[config.mk]
export PLATFORM = sky130hd
export DESIGN_NAME = rx_band_pass_fir_ctrl
export DESIGN_NICKNAME = d
export VERILOG_FILES = /design/src/rtl/rx_fir_pkg.sv /design/src/rtl/rx_fir_mac.sv /design/src/rtl/rx_band_pass_fir_ctrl.sv
export SDC_FILE = /design/constraint.sdc
export NUM_CORES = 1
export LEC_CHECK = 0
export ABC_AREA = 1
export BUFFER_PORTS_ARGS = -buffer_cell sky130_fd_sc_hd__buf_2
export CAP_MARGIN = 30
export CORE_MARGIN = 1
export CORE_UTILIZATION = 55
export CTS_CLUSTER_DIAMETER = 150
export CTS_CLUSTER_SIZE = 14
export DETAILED_ROUTE_END_ITERATION = 8
export GPL_ROUTABILITY_DRIVEN = 0
export PLACE_DENSITY = 0.78
export SLEW_MARGIN = 20
export SYNTH_ARGS = -nofsm -noshare
export SYNTH_HDL_FRONTEND = slang
export SYNTH_SLANG_ARGS = --single-unit
[constraint.sdc]
create_clock -name clk -period 4.1 [get_ports clk]
set_clock_uncertainty 0.15 [all_clocks]
set_input_delay 0.82 -clock clk [delete_from_list [all_inputs] [get_ports clk]]
set_output_delay 0.82 -clock clk [all_outputs]
set_load 0.05 [all_outputs]
[src/rtl/rx_fir_pkg.sv]
// rx_fir_pkg: shared widths, tap count, FSM encoding and pipeline depth for the receive band-pass FIR
package rx_fir_pkg;
    localparam int DATA_W     = 16;
    localparam int ADDR_W     = 9;
    localparam int N_TAPS     = 2 ** ADDR_W;
    localparam int ACC_W      = 41;
    localparam int OUT_SHIFT  = 15;
    localparam int PIPE_DEPTH = 3;
    typedef enum logic [2:0] {S_CLEAR, S_IDLE, S_RUN, S_DRAIN, S_DONE} state_t;
endpackage

[src/rtl/rx_fir_mac.sv]
// rx_fir_mac: registered multiply, sign-extended accumulate and saturating output register
//   clk/rst    clock, async active-high reset
//   i_clr      zero the accumulator
//   i_en       i_a/i_b hold a valid coefficient/sample pair this cycle
//   i_load     capture saturate(acc >>> OUT_SHIFT) into o_y
//   o_y        filtered sample, holds between loads
module rx_fir_mac #(
    parameter int DATA_W    = 16,
    parameter int ACC_W     = 41,
    parameter int OUT_SHIFT = 15
) (
    input  logic                     clk,
    input  logic                     rst,
    input  logic                     i_clr,
    input  logic                     i_en,
    input  logic signed [DATA_W-1:0] i_a,
    input  logic signed [DATA_W-1:0] i_b,
    input  logic                     i_load,
    output logic signed [DATA_W-1:0] o_y
);
    localparam logic signed [ACC_W-1:0] SAT_MAX = ACC_W'((1 << (DATA_W - 1)) - 1);
    localparam logic signed [ACC_W-1:0] SAT_MIN = ~SAT_MAX;
    logic signed [2*DATA_W-1:0] r_prod;
    logic                       r_prod_vld;
    logic signed [ACC_W-1:0]    r_acc;
    logic signed [ACC_W-1:0]    w_shf;
    logic signed [DATA_W-1:0]   w_sat;
    assign w_shf = r_acc >>> OUT_SHIFT;
    assign w_sat = (w_shf > SAT_MAX) ? DATA_W'(SAT_MAX) :
                   (w_shf < SAT_MIN) ? DATA_W'(SAT_MIN) : DATA_W'(w_shf);
    always_ff @(posedge clk or posedge rst) begin
        if (rst) begin
            r_prod     <= '0;
            r_prod_vld <= 1'b0;
            r_acc      <= '0;
            o_y        <= '0;
        end else begin
            r_prod     <= (2*DATA_W)'(i_a) * (2*DATA_W)'(i_b);
            r_prod_vld <= i_en;
            r_acc      <= i_clr ? '0 :
                          r_prod_vld ? r_acc + {{(ACC_W-2*DATA_W){r_prod[2*DATA_W-1]}}, r_prod} : r_acc;
            o_y        <= i_load ? w_sat : o_y;
        end
    end
endmodule

[src/rtl/rx_band_pass_fir_ctrl.sv]
// rx_band_pass_fir_ctrl: sequencer and MAC for the 512-tap receive band-pass FIR
//   rrx_rst                        async active-high reset; buffer is zeroed (CLEAR) afterwards
//   smp_in_valid/smp_in            input samples; busy/overrun report drops
//   filt_valid/filt_out            one filtered, saturated sample per accepted input
//   cfg_we/cfg_addr/cfg_data       coefficient reload, rejected with cfg_err while busy
//   coef_* / smp_*                 coefficient BRAM and circular sample buffer ports (1-cycle read latency)
module rx_band_pass_fir_ctrl #(
    parameter int DATA_W    = rx_fir_pkg::DATA_W,
    parameter int ADDR_W    = rx_fir_pkg::ADDR_W,
    parameter int ACC_W     = rx_fir_pkg::ACC_W,
    parameter int OUT_SHIFT = rx_fir_pkg::OUT_SHIFT
) (
    input  logic                     clk,
    input  logic                     rrx_rst,
    input  logic                     smp_in_valid,
    input  logic signed [DATA_W-1:0] smp_in,
    output logic                     busy,
    output logic                     overrun,
    output logic                     filt_valid,
    output logic signed [DATA_W-1:0] filt_out,
    input  logic                     cfg_we,
    input  logic [ADDR_W-1:0]        cfg_addr,
    input  logic signed [DATA_W-1:0] cfg_data,
    output logic                     cfg_err,
    output logic                     coef_ena,
    output logic                     coef_wea,
    output logic [ADDR_W-1:0]        coef_addra,
    output logic signed [DATA_W-1:0] coef_dia,
    output logic                     coef_enb,
    output logic [ADDR_W-1:0]        coef_addrb,
    input  logic signed [DATA_W-1:0] coef_dob,
    output logic                     smp_we,
    output logic [ADDR_W-1:0]        smp_waddr,
    output logic signed [DATA_W-1:0] smp_wdata,
    output logic                     smp_re,
    output logic [ADDR_W-1:0]        smp_raddr,
    input  logic signed [DATA_W-1:0] smp_rdata
);
    import rx_fir_pkg::*;
    state_t            r_state, w_nxt;
    logic [ADDR_W-1:0] r_cnt, r_wptr;
    logic              r_rd_vld, r_ovr, r_cfg_err;
    logic              w_clr, w_open, w_acc, w_cfg, w_rd, w_busy, w_cnt_end, w_drn_end;
    // CLEAR is the reset state, so its strobes are masked while reset is held to keep outputs at 0
    assign w_clr     = (r_state == S_CLEAR) && !rrx_rst;
    // DONE accepts like IDLE so back-to-back samples sustain one result per 516 cycles
    assign w_open    = (r_state == S_IDLE) || (r_state == S_DONE);
    assign w_acc     = w_open && smp_in_valid;
    assign w_cfg     = w_open && cfg_we && !smp_in_valid;
    assign w_rd      = (r_state == S_RUN);
    assign w_busy    = w_clr || w_rd || (r_state == S_DRAIN);
    assign w_cnt_end = &r_cnt;
    assign w_drn_end = (r_cnt == ADDR_W'(PIPE_DEPTH - 1));
    always_comb begin
        w_nxt = r_state;
        case (r_state)
            S_CLEAR: w_nxt = w_cnt_end ? S_IDLE : S_CLEAR;
            S_IDLE:  w_nxt = smp_in_valid ? S_RUN : S_IDLE;
            S_RUN:   w_nxt = w_cnt_end ? S_DRAIN : S_RUN;
            S_DRAIN: w_nxt = w_drn_end ? S_DONE : S_DRAIN;
            S_DONE:  w_nxt = smp_in_valid ? S_RUN : S_IDLE;
            default: w_nxt = S_CLEAR;
        endcase
    end
    always_ff @(posedge clk or posedge rrx_rst) begin
        if (rrx_rst) begin
            r_state   <= S_CLEAR;
            r_cnt     <= '0;
            r_wptr    <= '0;
            r_rd_vld  <= 1'b0;
            r_ovr     <= 1'b0;
            r_cfg_err <= 1'b0;
        end else begin
            r_state   <= w_nxt;
            r_cnt     <= (w_nxt != r_state) ? '0 :
                         (r_state inside {S_CLEAR, S_RUN, S_DRAIN}) ? r_cnt + 1'b1 : r_cnt;
            r_wptr    <= (r_state == S_DRAIN && w_drn_end) ? r_wptr + 1'b1 : r_wptr;
            r_rd_vld  <= w_rd;
            r_ovr     <= smp_in_valid && w_busy;
            r_cfg_err <= cfg_we && (w_busy || w_acc);
        end
    end
    assign busy       = w_busy;
    assign overrun    = r_ovr;
    assign cfg_err    = r_cfg_err;
    assign filt_valid = (r_state == S_DONE);
    assign smp_we     = w_clr || w_acc;
    assign smp_waddr  = w_clr ? r_cnt : w_acc ? r_wptr : '0;
    assign smp_wdata  = w_acc ? smp_in : '0;
    assign coef_ena   = w_cfg;
    assign coef_wea   = w_cfg;
    assign coef_addra = w_cfg ? cfg_addr : '0;
    assign coef_dia   = w_cfg ? cfg_data : '0;
    assign coef_enb   = w_rd;
    assign smp_re     = w_rd;
    assign coef_addrb = w_rd ? r_cnt : '0;
    // newest sample pairs with tap 0; the 9-bit subtraction wraps the circular buffer
    assign smp_raddr  = w_rd ? r_wptr - r_cnt : '0;
    rx_fir_mac #(
        .DATA_W    (DATA_W),
        .ACC_W     (ACC_W),
        .OUT_SHIFT (OUT_SHIFT)
    ) u_mac (
        .clk    (clk),
        .rst    (rrx_rst),
        .i_clr  (w_acc),
        .i_en   (r_rd_vld),
        .i_a    (coef_dob),
        .i_b    (smp_rdata),
        .i_load (r_state == S_DRAIN && w_drn_end),
        .o_y    (filt_out)
    );
endmodule

==> impl_metrics.ini <==
[placed_design]
dp_hpwl_um = 42200
placed_area_um2 = 21700
io_buffer_count = 169
dp_slack_ns = -2.14

[synth]
synth_edf_count = 0
postSynth.asyncResetShare_pct = 100
synth_area_um2 = 18700
yosysMostFrequentCell = nand2_1
synthTopCellsByCount = nand2_1, inv_1, fa_1
syn_nets = 3114
netlist.area_leader.share_pct = 28.3
synthDistinctLibCells = 40
synth_flop_cell = dfrtp_1
avgSynthCellArea_um2 = 7.08
synth_top_cell_by_area = fa_1
syn_inst = 2639
ys_seq_area_share_pct = 15.3
ys_top_cells_by_area = fa_1, dfrtp_1, nand2_1
yosys_warnings = 0
ys_seq_elements = 114

[critical_path]
cp_data_arrival_time_ns = 6.07
crit_type = in -> reg
critPathLaunchType = input pin
worstPathRequired_ns = 4.29
end_kind = register
crit_fanout = 13

[finish]
nNetsFinal = 3444
area_growth_pct = 28.3
drive_gt1_share_pct = 24.2
antenna_cells = 0
stdcell_area_um2 = 24000

[route]
remaining_drc_errors = 0
ant_nets = 0
drt-wirelength-per-cell_um = 16.7
vias_per_cell = 5.35
drtIter0Drc = 1446
dr.pass1.iters = 8
wl_um = 57200
vias = 18400

[job]
drv_cap = 0

[floorplan]
die_y_um = 186
fp-row-count = 67
die_width_um = 186
top_level_ports = 170
start_util_pct = 55.9
die_area_um2 = 34700
coreArea_um2 = 33400

[sta]
rsz0062_at_grt = yes
slew_viol_final = 0
timing.final.crit_share_pct = 144
fin_setup_tns_ns = -33.48
finalHoldViolCount = 0
slew_headroom_pct = 47.3
hold_ws_ns = 0.201
finalSetupViolCount = 25
finalCriticalPeriod_ns = 5.88
worst_pin_slew_ns = 0.790
max_freq_mhz = 170
fin_ws_ns = -1.78

[clock_network]
clk_latency_ns = 0.43
cts_num_sinks = 114
ctsHoldBuffers = 0
cts_tree = yes
clockBufferDepth = 2
numCtsBuffers = 17
cts_root_buffer = clkbuf_16
h-tree-depth = 4
clk_pin_slew_ns = 0.06

[global_route]
grtUsageTotal_pct = 31.1
antenna_found_initial = 0
grt_pass1_wl_um = 87800
grt_pass1_vias = 18800
grt_overflow = 0
grt_max_degree = 65

[run_status]
outcome = finished, violations left
violations = negative setup slack

[hold_path]
min_path_type = reg -> reg
[area by class of cell]
| class | count | area [um2] |
|---|---|---|
| timing repair buffer | 386 | 3040 |
| clock inverter | 10 | 134 |
| multi-input combinational | 1759 | 14300 |
| sequential | 114 | 2850 |
| clock buffer | 21 | 460 |
| tap | 448 | 561 |
| fill | 2426 | 9470 |
| inverter | 691 | 2610 |
[flip-flops by register name, indices dropped and copies added (netlist names)]
signal	flops
cfg_err	1
overrun	1
r_cnt	9
r_rd_vld	1
r_state	3
r_wptr	9
u_mac.o_y	16
u_mac.r_acc	41
u_mac.r_prod	32
u_mac.r_prod_vld	1
[path summary, 6_finish.rpt]
| check | start | endpoint | slack (ns) | depth (start not counted) |
|---|---|---|---|---|
| setup reg to reg | r_state[2] | u_mac.r_acc[15] | 1.36 | 9 |
| max in group asynchronous | rrx_rst | u_mac.r_prod[29] | 2.62 | 3 |
| hold / removal | r_rd_vld | u_mac.r_prod_vld | 0.20 | 0 |
| hold reg to reg | r_rd_vld | u_mac.r_prod_vld | 0.20 | 0 |
| min in group asynchronous | rrx_rst | overrun | 0.42 | 2 |
| setup / recovery | smp_rdata[13] | u_mac.r_prod[28] | -1.78 | 22 |
[worst max-delay path, cell delays in order]
cell	delay (ns)
buf_6	0.13
buf_4	0.16
nand2_1	0.08
inv_2	0.05
fa_1	0.60
fa_1	0.47
fa_1	0.51
fa_1	0.54
fa_1	0.55
inv_1	0.06
fa_1	0.55
inv_2	0.05
ha_4	0.32
nand2_4	0.09
nor2_2	0.11
inv_2	0.07
buf_4	0.15
nor2_4	0.16
nand3b_1	0.25
nand2_1	0.12
nand2_1	0.07
nand2_1	0.16
[cell usage in the layout (no fill, tap or decap), types with 18 or more instances in the layout]
| cell | Yosys | final |
|---|---|---|
| a21oi_2 | 1 | 18 |
| nand2_2 | 3 | 32 |
| inv_1 | 685 | 605 |
| ha_1 | 134 | 98 |
| nand2_1 | 733 | 678 |
| fa_2 | 0 | 19 |
| buf_2 | 8 | 143 |
| buf_4 | 2 | 165 |
| nand2_4 | 2 | 25 |
| xor2_1 | 35 | 31 |
| a21oi_1 | 99 | 68 |
| dfrtp_1 | 114 | 114 |
| nand4_1 | 19 | 19 |
| nand3_1 | 78 | 70 |
| buf_6 | 1 | 51 |
| fa_1 | 264 | 245 |
| ha_4 | 0 | 34 |
| inv_2 | 6 | 80 |
| o21ai_0 | 76 | 57 |
| o21ai_1 | 12 | 22 |
| nor2_1 | 219 | 192 |
[logic make-up after synthesis]
kind of cell	Yosys count	synth area share, %
adder cells (fa/ha/maj)	398	37.3
AND/OR/NAND/NOR	1094	23.4
XOR/XNOR	49	2.30
flip-flops	114	15.3
AO/OA/AOI/OAI	218	6.23
buffers and inverters	766	15.5
[per-stage QoR]
step,cells,utilization [%]
2_1_floorplan,2639,-
3_3_place_gp,3350,64.8
3_5_place_dp,3350,64.8
4_1_cts,3412,69.3
5_1_grt,3429,71.7
6_report,3429,71.7
[routing by layer]
layer	GRT usage, %	routed length [um]	part of all wire, %
met1	36.0	20600	36
met2	56.7	29100	51
met3	3.99	4230	7.4
met4	14.8	3290	5.8
met5	0	0	0
[what timing repair did]
action,in CTS,in global routing
gates resized for setup,182,184
pin swaps,107,91
setup buffers,29,22
cloned,2,0
endpoints found under the setup margin,26,26
Power is left out: the tool's default activity adds up to more than one toggle a clock period on the data nets, which glitch-free logic cannot reach.
